[config.mk]
export PLATFORM = sky130hd
export DESIGN_NAME = moore_seq_detector_flat
export DESIGN_NICKNAME = d
export VERILOG_FILES = /design/src/rtl/seq_det_pkg.sv /design/src/rtl/moore_seq_detector_if.sv /design/src/rtl/seq_det_counter.sv /design/src/rtl/moore_seq_detector.sv /design/src/flat_wrapper.sv
export SDC_FILE = /design/constraint.sdc
export NUM_CORES = 1
export LEC_CHECK = 0
export ABC_AREA = 1
export CORE_ASPECT_RATIO = 0.9
export CORE_MARGIN = 5
export CORE_UTILIZATION = 62
export DETAILED_ROUTE_END_ITERATION = 10
export PLACE_DENSITY = 0.92
export SLEW_MARGIN = 20
export SYNTH_ARGS = -nofsm -noshare
export SYNTH_HDL_FRONTEND = slang
export SYNTH_SLANG_ARGS = --single-unit
[constraint.sdc]
create_clock -name clk -period 5.93 [get_ports clk]
set_clock_uncertainty 0.15 [all_clocks]
set_input_delay 0.593 -clock clk [delete_from_list [all_inputs] [get_ports clk]]
set_output_delay 0.593 -clock clk [all_outputs]
set_load 0.005 [all_outputs]
[src/rtl/seq_det_pkg.sv]
// Shared types, defaults and the pattern-matching transition for the serial detector.
package seq_det_pkg;

  localparam int         PAT_W_MAX   = 16;
  localparam logic [3:0] PAT_RST_DEF = 4'b1010;
  localparam logic       OVL_RST_DEF = 1'b0;

  function automatic int st_width(input int pat_w);
    return $clog2(pat_w + 1);
  endfunction

  // Longest pattern prefix that is a suffix of (prefix of length s_eff, then b).
  // Loops are bounded by PAT_W_MAX so the function stays synthesizable.
  function automatic int next_state(input logic [PAT_W_MAX-1:0] pat, input int s,
                                    input logic b, input logic ovl, input int pat_w);
    int         s_eff;
    int         len;
    int         cj;
    int         res;
    logic       found;
    logic       ok;
    logic       cbit;
    logic [3:0] ci;
    logic [3:0] pi;
    res   = 0;
    found = 1'b0;
    s_eff = (s == pat_w && !ovl) ? 0 : s;
    len   = s_eff + 1;
    if (s <= pat_w) begin
      for (int k = PAT_W_MAX; k >= 1; k--) begin
        if (!found && k <= pat_w && k <= len) begin
          ok = 1'b1;
          for (int i = 0; i < PAT_W_MAX; i++) begin
            if (i < k) begin
              cj   = len - k + i;
              ci   = 4'(pat_w - 1 - cj);
              pi   = 4'(pat_w - 1 - i);
              cbit = (cj == s_eff) ? b : pat[ci];
              if (cbit != pat[pi]) ok = 1'b0;
            end
          end
          if (ok) begin
            found = 1'b1;
            res   = k;
          end
        end
      end
    end
    return res;
  endfunction

endpackage

[src/rtl/moore_seq_detector_if.sv]
// Configuration, serial input and detect/count outputs of the pattern detector.
interface moore_seq_detector_if #(
  parameter int PAT_W = 4,
  parameter int CNT_W = 8
);
  logic             cfg_load;
  logic [PAT_W-1:0] pattern;
  logic             overlap;
  logic             in_valid;
  logic             in;
  logic             out;
  logic [CNT_W-1:0] match_count;

  modport master (
    output cfg_load, pattern, overlap, in_valid, in,
    input  out, match_count
  );

  modport slave (
    input  cfg_load, pattern, overlap, in_valid, in,
    output out, match_count
  );
endinterface

[src/rtl/seq_det_counter.sv]
// Saturating event counter with synchronous clear; clear wins over increment.
module seq_det_counter #(
  parameter int CNT_W = 8
) (
  input  logic             clk,
  input  logic             clr,
  input  logic             inc,
  output logic [CNT_W-1:0] count
);

  always_ff @(posedge clk) begin
    if (clr) begin
      count <= '0;
    end else if (inc && count != '1) begin
      count <= count + 1'b1;
    end
  end

endmodule

[src/rtl/moore_seq_detector.sv]
// Moore serial pattern detector: programmable pattern, overlap mode, valid qualifier,
// saturating match counter. out is decoded from the state register only.
module moore_seq_detector
  import seq_det_pkg::*;
#(
  parameter int               PAT_W   = 4,
  parameter int               CNT_W   = 8,
  parameter logic [PAT_W-1:0] PAT_RST = PAT_W'(PAT_RST_DEF),
  parameter logic             OVL_RST = OVL_RST_DEF
) (
  input logic                 clk,
  input logic                 rst,
  moore_seq_detector_if.slave bus
);

  localparam int              ST_W    = st_width(PAT_W);
  localparam logic [ST_W-1:0] ST_FULL = ST_W'(PAT_W);

  logic [ST_W-1:0]  st;
  logic [ST_W-1:0]  st_d;
  logic [PAT_W-1:0] pat_q;
  logic             ovl_q;
  logic             hit;

  always_ff @(posedge clk) begin
    if (rst) begin
      st    <= '0;
      pat_q <= PAT_RST;
      ovl_q <= OVL_RST;
    end else if (bus.cfg_load) begin
      st    <= '0;
      pat_q <= bus.pattern;
      ovl_q <= bus.overlap;
    end else begin
      st    <= st_d;
    end
  end

  // Out-of-range states recover to idle regardless of in_valid.
  always_comb begin
    st_d = st;
    hit  = 1'b0;
    if (st > ST_FULL) begin
      st_d = '0;
    end else if (bus.in_valid) begin
      st_d = ST_W'(next_state(PAT_W_MAX'(pat_q), int'(st), bus.in, ovl_q, PAT_W));
      hit  = (st_d == ST_FULL);
    end
  end

  assign bus.out = (st == ST_FULL);

  seq_det_counter #(.CNT_W(CNT_W)) u_cnt (
    .clk   (clk),
    .clr   (rst | bus.cfg_load),
    .inc   (hit),
    .count (bus.match_count)
  );

endmodule
[src/flat_wrapper.sv]
// flat-port wrapper written by rule: the top's interface ports become plain ports
module moore_seq_detector_flat import seq_det_pkg::*;
#(
  parameter int               PAT_W   = 4,
  parameter int               CNT_W   = 8,
  parameter logic [PAT_W-1:0] PAT_RST = PAT_W'(PAT_RST_DEF),
  parameter logic             OVL_RST = OVL_RST_DEF
)
  (clk, rst, bus_cfg_load, bus_pattern, bus_overlap, bus_in_valid, bus_in, bus_out, bus_match_count);
  moore_seq_detector_if #(.PAT_W(PAT_W), .CNT_W(CNT_W)) bus_i ();
  input logic clk;
  input logic rst;
  input wire logic [$bits(bus_i.cfg_load)-1:0] bus_cfg_load;
  input wire logic [$bits(bus_i.pattern)-1:0] bus_pattern;
  input wire logic [$bits(bus_i.overlap)-1:0] bus_overlap;
  input wire logic [$bits(bus_i.in_valid)-1:0] bus_in_valid;
  input wire logic [$bits(bus_i.in)-1:0] bus_in;
  output wire logic [$bits(bus_i.out)-1:0] bus_out;
  output wire logic [$bits(bus_i.match_count)-1:0] bus_match_count;
  assign bus_i.cfg_load = bus_cfg_load;
  assign bus_i.pattern = bus_pattern;
  assign bus_i.overlap = bus_overlap;
  assign bus_i.in_valid = bus_in_valid;
  assign bus_i.in = bus_in;
  assign bus_out = bus_i.out;
  assign bus_match_count = bus_i.match_count;
  moore_seq_detector #(.PAT_W(PAT_W), .CNT_W(CNT_W), .PAT_RST(PAT_RST), .OVL_RST(OVL_RST)) u_core (.clk(clk), .rst(rst), .bus(bus_i));
endmodule
* Yosys cells after proc, flatten, opt, wreduce, memory -nomap -nowiden
Index checks and enable logic that the tools add are counted.
Word-level totals: flip-flop bits (word level) 16, word-level logic and storage cells 162, input bits 10
Operators by class: $lt $le $gt $ge 16, muxes and demuxes 85, equality and inequality tests 24, reduce and logical (&&, ||, !) cells 10, add/sub/neg operators 22, bitwise gates (word level) 1
Operators with widths (count):
- 32-bit by 4-bit == test with 1-bit output | 10
- 32-bit by 2-bit adder with 32-bit output (second input constant) | 4
- 32-bit by 3-bit adder with 32-bit output (second input constant) | 3
- 3-bit by 32-bit less-or-equal comparator with 1-bit output (first input constant) | 2
- 32-bit by 3-bit subtractor with 32-bit output (second input constant) | 2
- 1-bit two-way mux | 63
- 4-bit by 5-bit < comparator with 1-bit output (second input constant) | 10
- 1-bit binary-select mux with 4-bit select | 10
- 3-bit by 4-bit subtractor with 4-bit output (first input constant) | 10
- 3-bit two-way mux | 12
- 2-bit by 32-bit less-or-equal comparator with 1-bit output (first input constant) | 1
- 4-bit by 32-bit less-or-equal comparator with 1-bit output (first input constant) | 1
- 32-bit by 2-bit subtractor with 32-bit output (second input constant) | 1
- 32-bit by 4-bit subtractor with 32-bit output (second input constant) | 1
- 1-bit != test | 10
- 3-bit == test (second input constant) | 3
- 8-bit by 1-bit adder with 8-bit output (second input constant) | 1
- 8-bit != test (second input constant) | 1
- 1-bit logical AND | 5
- 1-bit zero test | 4
- 3-bit greater-than comparator (second input constant) | 1
- 3-bit less-or-equal comparator (second input constant) | 1
- 3-bit OR reduction | 1
- 1-bit bitwise OR | 1

* Longest topological paths before layout
depth after elaboration 60, depth in mapped cells 32, depth with buffers taken out 28

* Cells and area by module
A second synthesis with hierarchy kept.
Unflattened totals: cells, all modules 310, area total of the unflattened synthesis 1865.5 um^2
By module, submodules not included:
- moore_seq_detector | seq. area each 160.2 um^2, cells each 233, instances 1, area each 1381.3 um^2
- seq_det_counter | seq. area each 160.2 um^2, cells each 77, instances 1, area each 484.2 um^2

* Least setup slack after synthesis
No wires, ideal clock.
path kind reg-to-reg, start reg u_core.st[0], end reg u_core.u_cnt.count[3], period minus slack after synthesis 3454 ps, path slack 2476 ps, arrival time 3189 ps, stages on the path, launching flop included 31, cells stage by stage dfxtp_1 > buf_6 > buf_6 > clkbuf_1 > ha_1 > inv_1 > nand3_2 > nand2_2 > inv_1 > ha_1 > buf_2 > nand3_1 > nand2_1 > inv_1 > ha_1 > nand2_1 > nor3_1 > nand2_1 > nor2_1 > nand3_1 > nand3_1 > nand2_1 > nor2_2 > nand4_2 > inv_2 > nand2_4 > inv_4 > buf_8 > nand3_1 > nand2_1 > nor2_1
Between the ends: longest elaborated chain between the ends 45, elaborated cells on any way between the ends 142, those cells by class add/sub: 21; order compare: 6; eq/ne: 22; mux: 85; reduce/logical: 8
RTL lines:
- start, declared | RTL line moore_seq_detector.sv:19 | logic [ST_W-1:0] st;
- start signal, assigned | RTL line moore_seq_detector.sv:35 | st <= st_d;
- 3-bit == test | RTL line seq_det_pkg.sv:27 | s_eff = (s == pat_w && !ovl) ? 0 : s;
- 1-bit logical AND | RTL line seq_det_pkg.sv:27
- 3-bit two-way mux | RTL line seq_det_pkg.sv:27
- 32-bit by 2-bit adder with 32-bit output | RTL line seq_det_pkg.sv:28 | len = s_eff + 1;
- 32-bit by 4-bit subtractor with 32-bit output | RTL line seq_det_pkg.sv:35 | cj = len - k + i;
- 32-bit by 2-bit adder with 32-bit output or 3-bit by 4-bit subtractor with 4-bit output (tied branches) | RTL line seq_det_pkg.sv:35, seq_det_pkg.sv:36
- 3-bit by 4-bit subtractor with 4-bit output or 1-bit binary-select mux with 4-bit select (tied branches) | RTL line seq_det_pkg.sv:36, seq_det_pkg.sv:38
- 1-bit binary-select mux with 4-bit select or 1-bit two-way mux (tied branches) | RTL line seq_det_pkg.sv:38 | cbit = (cj == s_eff) ? b : pat[ci];
- [... 29 more ...]
- 3-bit two-way mux | RTL line seq_det_pkg.sv:31 | if (!found && k <= pat_w && k <= len) begin
- 3-bit two-way mux | RTL line seq_det_pkg.sv:29 | if (s <= pat_w) begin
- 3-bit two-way mux | RTL line moore_seq_detector.sv:45 | end else if (bus.in_valid) begin
- 3-bit two-way mux | RTL line moore_seq_detector.sv:43 | if (st > ST_FULL) begin
- 3-bit == test | RTL line moore_seq_detector.sv:47 | hit = (st_d == ST_FULL);
- 1-bit two-way mux | RTL line moore_seq_detector.sv:45
- 1-bit two-way mux (*) | RTL line moore_seq_detector.sv:43
- 1-bit logical AND (*) | RTL line seq_det_counter.sv:14 | end else if (inc && count != '1) begin
- end signal, assigned | RTL line seq_det_counter.sv:15 | count <= count + 1'b1;
- end, declared | RTL line seq_det_counter.sv:8 | output logic [CNT_W-1:0] count
Every way passes the cells marked *; elsewhere a longest branch is shown, timed or not. The select of a mux whose other input is x is not followed. A chain may end at the register's enable or synchronous reset.

* Worst setup path in the final report
start reg u_core.st[0], end reg u_core.u_cnt.count[2]
The elaborated chain is that of the path after synthesis.

==> impl_metrics.toml <==
[synth]
synth_edf_count = 0
synth-async-reset-ratio_pct = 0
synth_fp_nets = 339
yosysSeqAreaShare_pct = 16.8
synth_area_leaders = "dfxtp_1, nand2_1, ha_1"
synth_cell_type_count = 31
synth.top_cell.area_share_pct = 16.8
synth-seq-cells = 16
syn-instance-count = 308
synth_top_area_cell = "dfxtp_1"
yosysWarnings = 0
synth_flop_cell = "dfxtp_1"
synthTopCellsByCount = "nand2_1, inv_1, nand3_1"
yosysMostFrequentCell = "nand2_1"
avgSynthCellArea_um2 = 6.20
syn-cell-area_um2 = 1910

[job]
maxCapViolCount = 0

[setup_path]
r2r-start = "u_core.st[0]"
r2r-end = "u_core.u_cnt.count[2]"
critPathMaxFanout = 18
r2r_cells = 25
critPathArrivalTime_ns = 4.11
crit_type = "reg2reg"
required_ns = 5.97
crit_path_end_kind = "register"
critPathLaunchType = "register"
ff2ff_setup_slack_ns = 1.86

[global_routing]
antenna_found_initial = 0
grt_pass1_wl_um = 7590
grt_pass1_vias = 1710
grt_max_degree = 19
grt.total_usage_pct = 22.3
gr-total-overflow = 0

[min_path]
hold_depth = 1
hold_end = "u_core.u_cnt.count[0]"
worstHoldStart = "u_core.u_cnt.count[0]"
hp-class = "reg2reg"

[clock_network]
cts_buffer_depth = 2
cts_max_level = 1
cts_resized = 0
clk_latency_ns = 0.29
clk_pin_slew_ns = 0.09
cts_tree = "built"
root_buffer = "clkbuf_4"
clkSinkCount = 16
numCtsBuffers = 3
hold_buffers = 0
cts_setup_buffers = 0

[floorplanning]
num_io_pins = 19
rows = 19
core_um2 = 3020
start_util_pct = 63.3
die_w_um = 68.5
dieArea_um2 = 4290
fp.dieH_um = 62.7

[sta]
fin_setup_tns_ns = 0
period_share_pct = 68.7
rsz0062_at_grt = "false"
hold_violations = 0
slew_headroom_pct = 51.3
finalSetupViolCount = 0
tightest_slew_ns = 0.729
fin_crit_ns = 4.07
fmax_mhz = 246
final_max_slew_viol_count = 0

[placed_design]
dp_cells = 359
dpl.hpwl_um = 3620
finalWeightedCongestion = 0.960
io_buffers = 18

[power_and_ir_drop]
comb_power_share_pct = 35.0
p_sw_share_pct = 35.3
power.density_nw_per_um2 = 137
clockPowerShare_pct = 24.8
p_seq_share_pct = 40.2
p_leak_nw = 0.999
intPower_uw = 187
vdd_drop_max_v = 0.000156
power_switching_uw = 102

[run_status]
outcome = "finished, final reports clean"

[final_layout]
fin_cells = 363
nNetsFinal = 353
num_antenna_cells = 0
area_growth_pct = 10.2
drive_gt1_share_pct = 9.35
n_fill_cell = 282
utilization_pct = 69.7

[drt]
dr.pass1.iters = 5
drt_wl_total_um = 4480
ant_nets = 0
dr.first_iter.drc_count = 162
viasPerCell = 5.33
vias = 1934
route.detailed.drc = 0
wl_per_cell_um = 12.4
-- worst max-delay path: stages, from the launching register on --
cell and delay (ns):
dfxtp_1 0.80, ha_1 0.32, inv_1 0.10, nand3_2 0.12, nand2_2 0.09, inv_1 0.13, ha_1 0.29, nand3_1 0.11
nand2_1 0.12, inv_1 0.07, ha_1 0.28, nand2_1 0.05, nor3_1 0.16, nand2_1 0.10, nor2_1 0.14, nand3_1 0.08
nand3_1 0.09, nand2_1 0.06, nor2_2 0.11, nand4_2 0.11, inv_2 0.10, nand2_4 0.07, inv_4 0.12, nand3_1 0.09
nand2_1 0.07, nor2_1 0.04
-- final cells by class --
type	instances	area [um2]	share of cell area (%)
Tap cell	42	52.6	2.50
Sequential cell	16	320	15.2
Multi-Input combinational cell	236	1330	63.4
Timing Repair Buffer	18	180	8.56
Inverter	47	181	8.62
Clock buffer	4	36.3	1.72
-- metal layers --
layer / part of all wire [%] / track usage [%] / up-vias
met5: 0 / 0 / -
met4: 0.98 / 3.72 / 0
met3: 8.0 / 5.58 / 6
met2: 42 / 33.1 / 74
met1: 49 / 32.5 / 843
li1: - / - / 1011
-- stage by stage --
step	setup WS (ns)	area, um2	hold WS (ns)	power [mW]
after floorplan	2.48	1910	0.301	0.195
after global placement	2.13	2070	0.332	0.215
after detailed placement	1.93	2070	0.343	0.218
after CTS	1.90	2100	0.368	0.288
after global routing	1.46	2100	0.394	0.309
final	1.86	2100	0.367	0.289
-- flip-flops by register name, indices dropped and copies added, names as in the netlist --
register            flops
u_core.ovl_q            1
u_core.pat_q            4
u_core.st               3
u_core.u_cnt.count      8
-- kinds of logic (layout without fill, tap and decap cells) --
| logic type | Yosys count | after routing | share of synthesized area [%] |
|---|---|---|---|
| AND/OR/NAND/NOR | 171 | 171 | 42.6 |
| buffers and inverters | 56 | 69 | 13.4 |
| AO/OA/AOI/OAI | 38 | 38 | 10.3 |
| adder cells (fa/ha/maj) | 21 | 21 | 13.8 |
| flip-flops | 16 | 16 | 16.8 |
| XOR/XNOR | 6 | 6 | 3.14 |
-- layout by cell type (no fill, tap or decap), types with 2 or more instances in the layout --
| cell type | netlist | layout |
|---|---|---|
| nand3_2 | 2 | 2 |
| nand3_1 | 37 | 37 |
| xnor2_1 | 2 | 2 |
| clkdlybuf4s50_1 | 0 | 18 |
| inv_4 | 2 | 2 |
| dfxtp_1 | 16 | 16 |
| clkbuf_4 | 0 | 3 |
| nand2_4 | 4 | 4 |
| nor2_1 | 25 | 25 |
| nand2_2 | 7 | 7 |
| nor3_1 | 5 | 5 |
| inv_1 | 44 | 44 |
| nand2_1 | 77 | 77 |
| nor2_2 | 4 | 4 |
| xor2_1 | 3 | 3 |
| a21oi_1 | 21 | 21 |
| nand4_1 | 4 | 4 |
| o21ai_0 | 15 | 15 |
| ha_1 | 21 | 21 |
-- worst max-delay path by stage --
stage	end	cells after the start	slack [ns]	startpoint
floorplan	u_core.u_cnt.count[3]	30	2.48	u_core.st[0]
global placement	u_core.u_cnt.count[2]	25	2.13	u_core.st[0]
detailed placement	u_core.u_cnt.count[3]	25	1.93	u_core.st[0]
CTS	u_core.u_cnt.count[2]	25	1.90	u_core.st[0]
global route	u_core.u_cnt.count[2]	25	1.46	u_core.st[0]
finish	u_core.u_cnt.count[2]	25	1.86	u_core.st[0]
-- power by group through the flow --
stage	clock network (mW)	registers, mW	logic (mW)
6_report	0.0717	0.116	0.101
5_1_grt	0.0772	0.116	0.115
4_1_cts	0.0722	0.116	0.100
3_5_place_dp	0	0.118	0.0994
3_3_place_gp	0	0.118	0.0972
2_1_floorplan	0	0.115	0.0803
(Power assumes the default switching activity.)
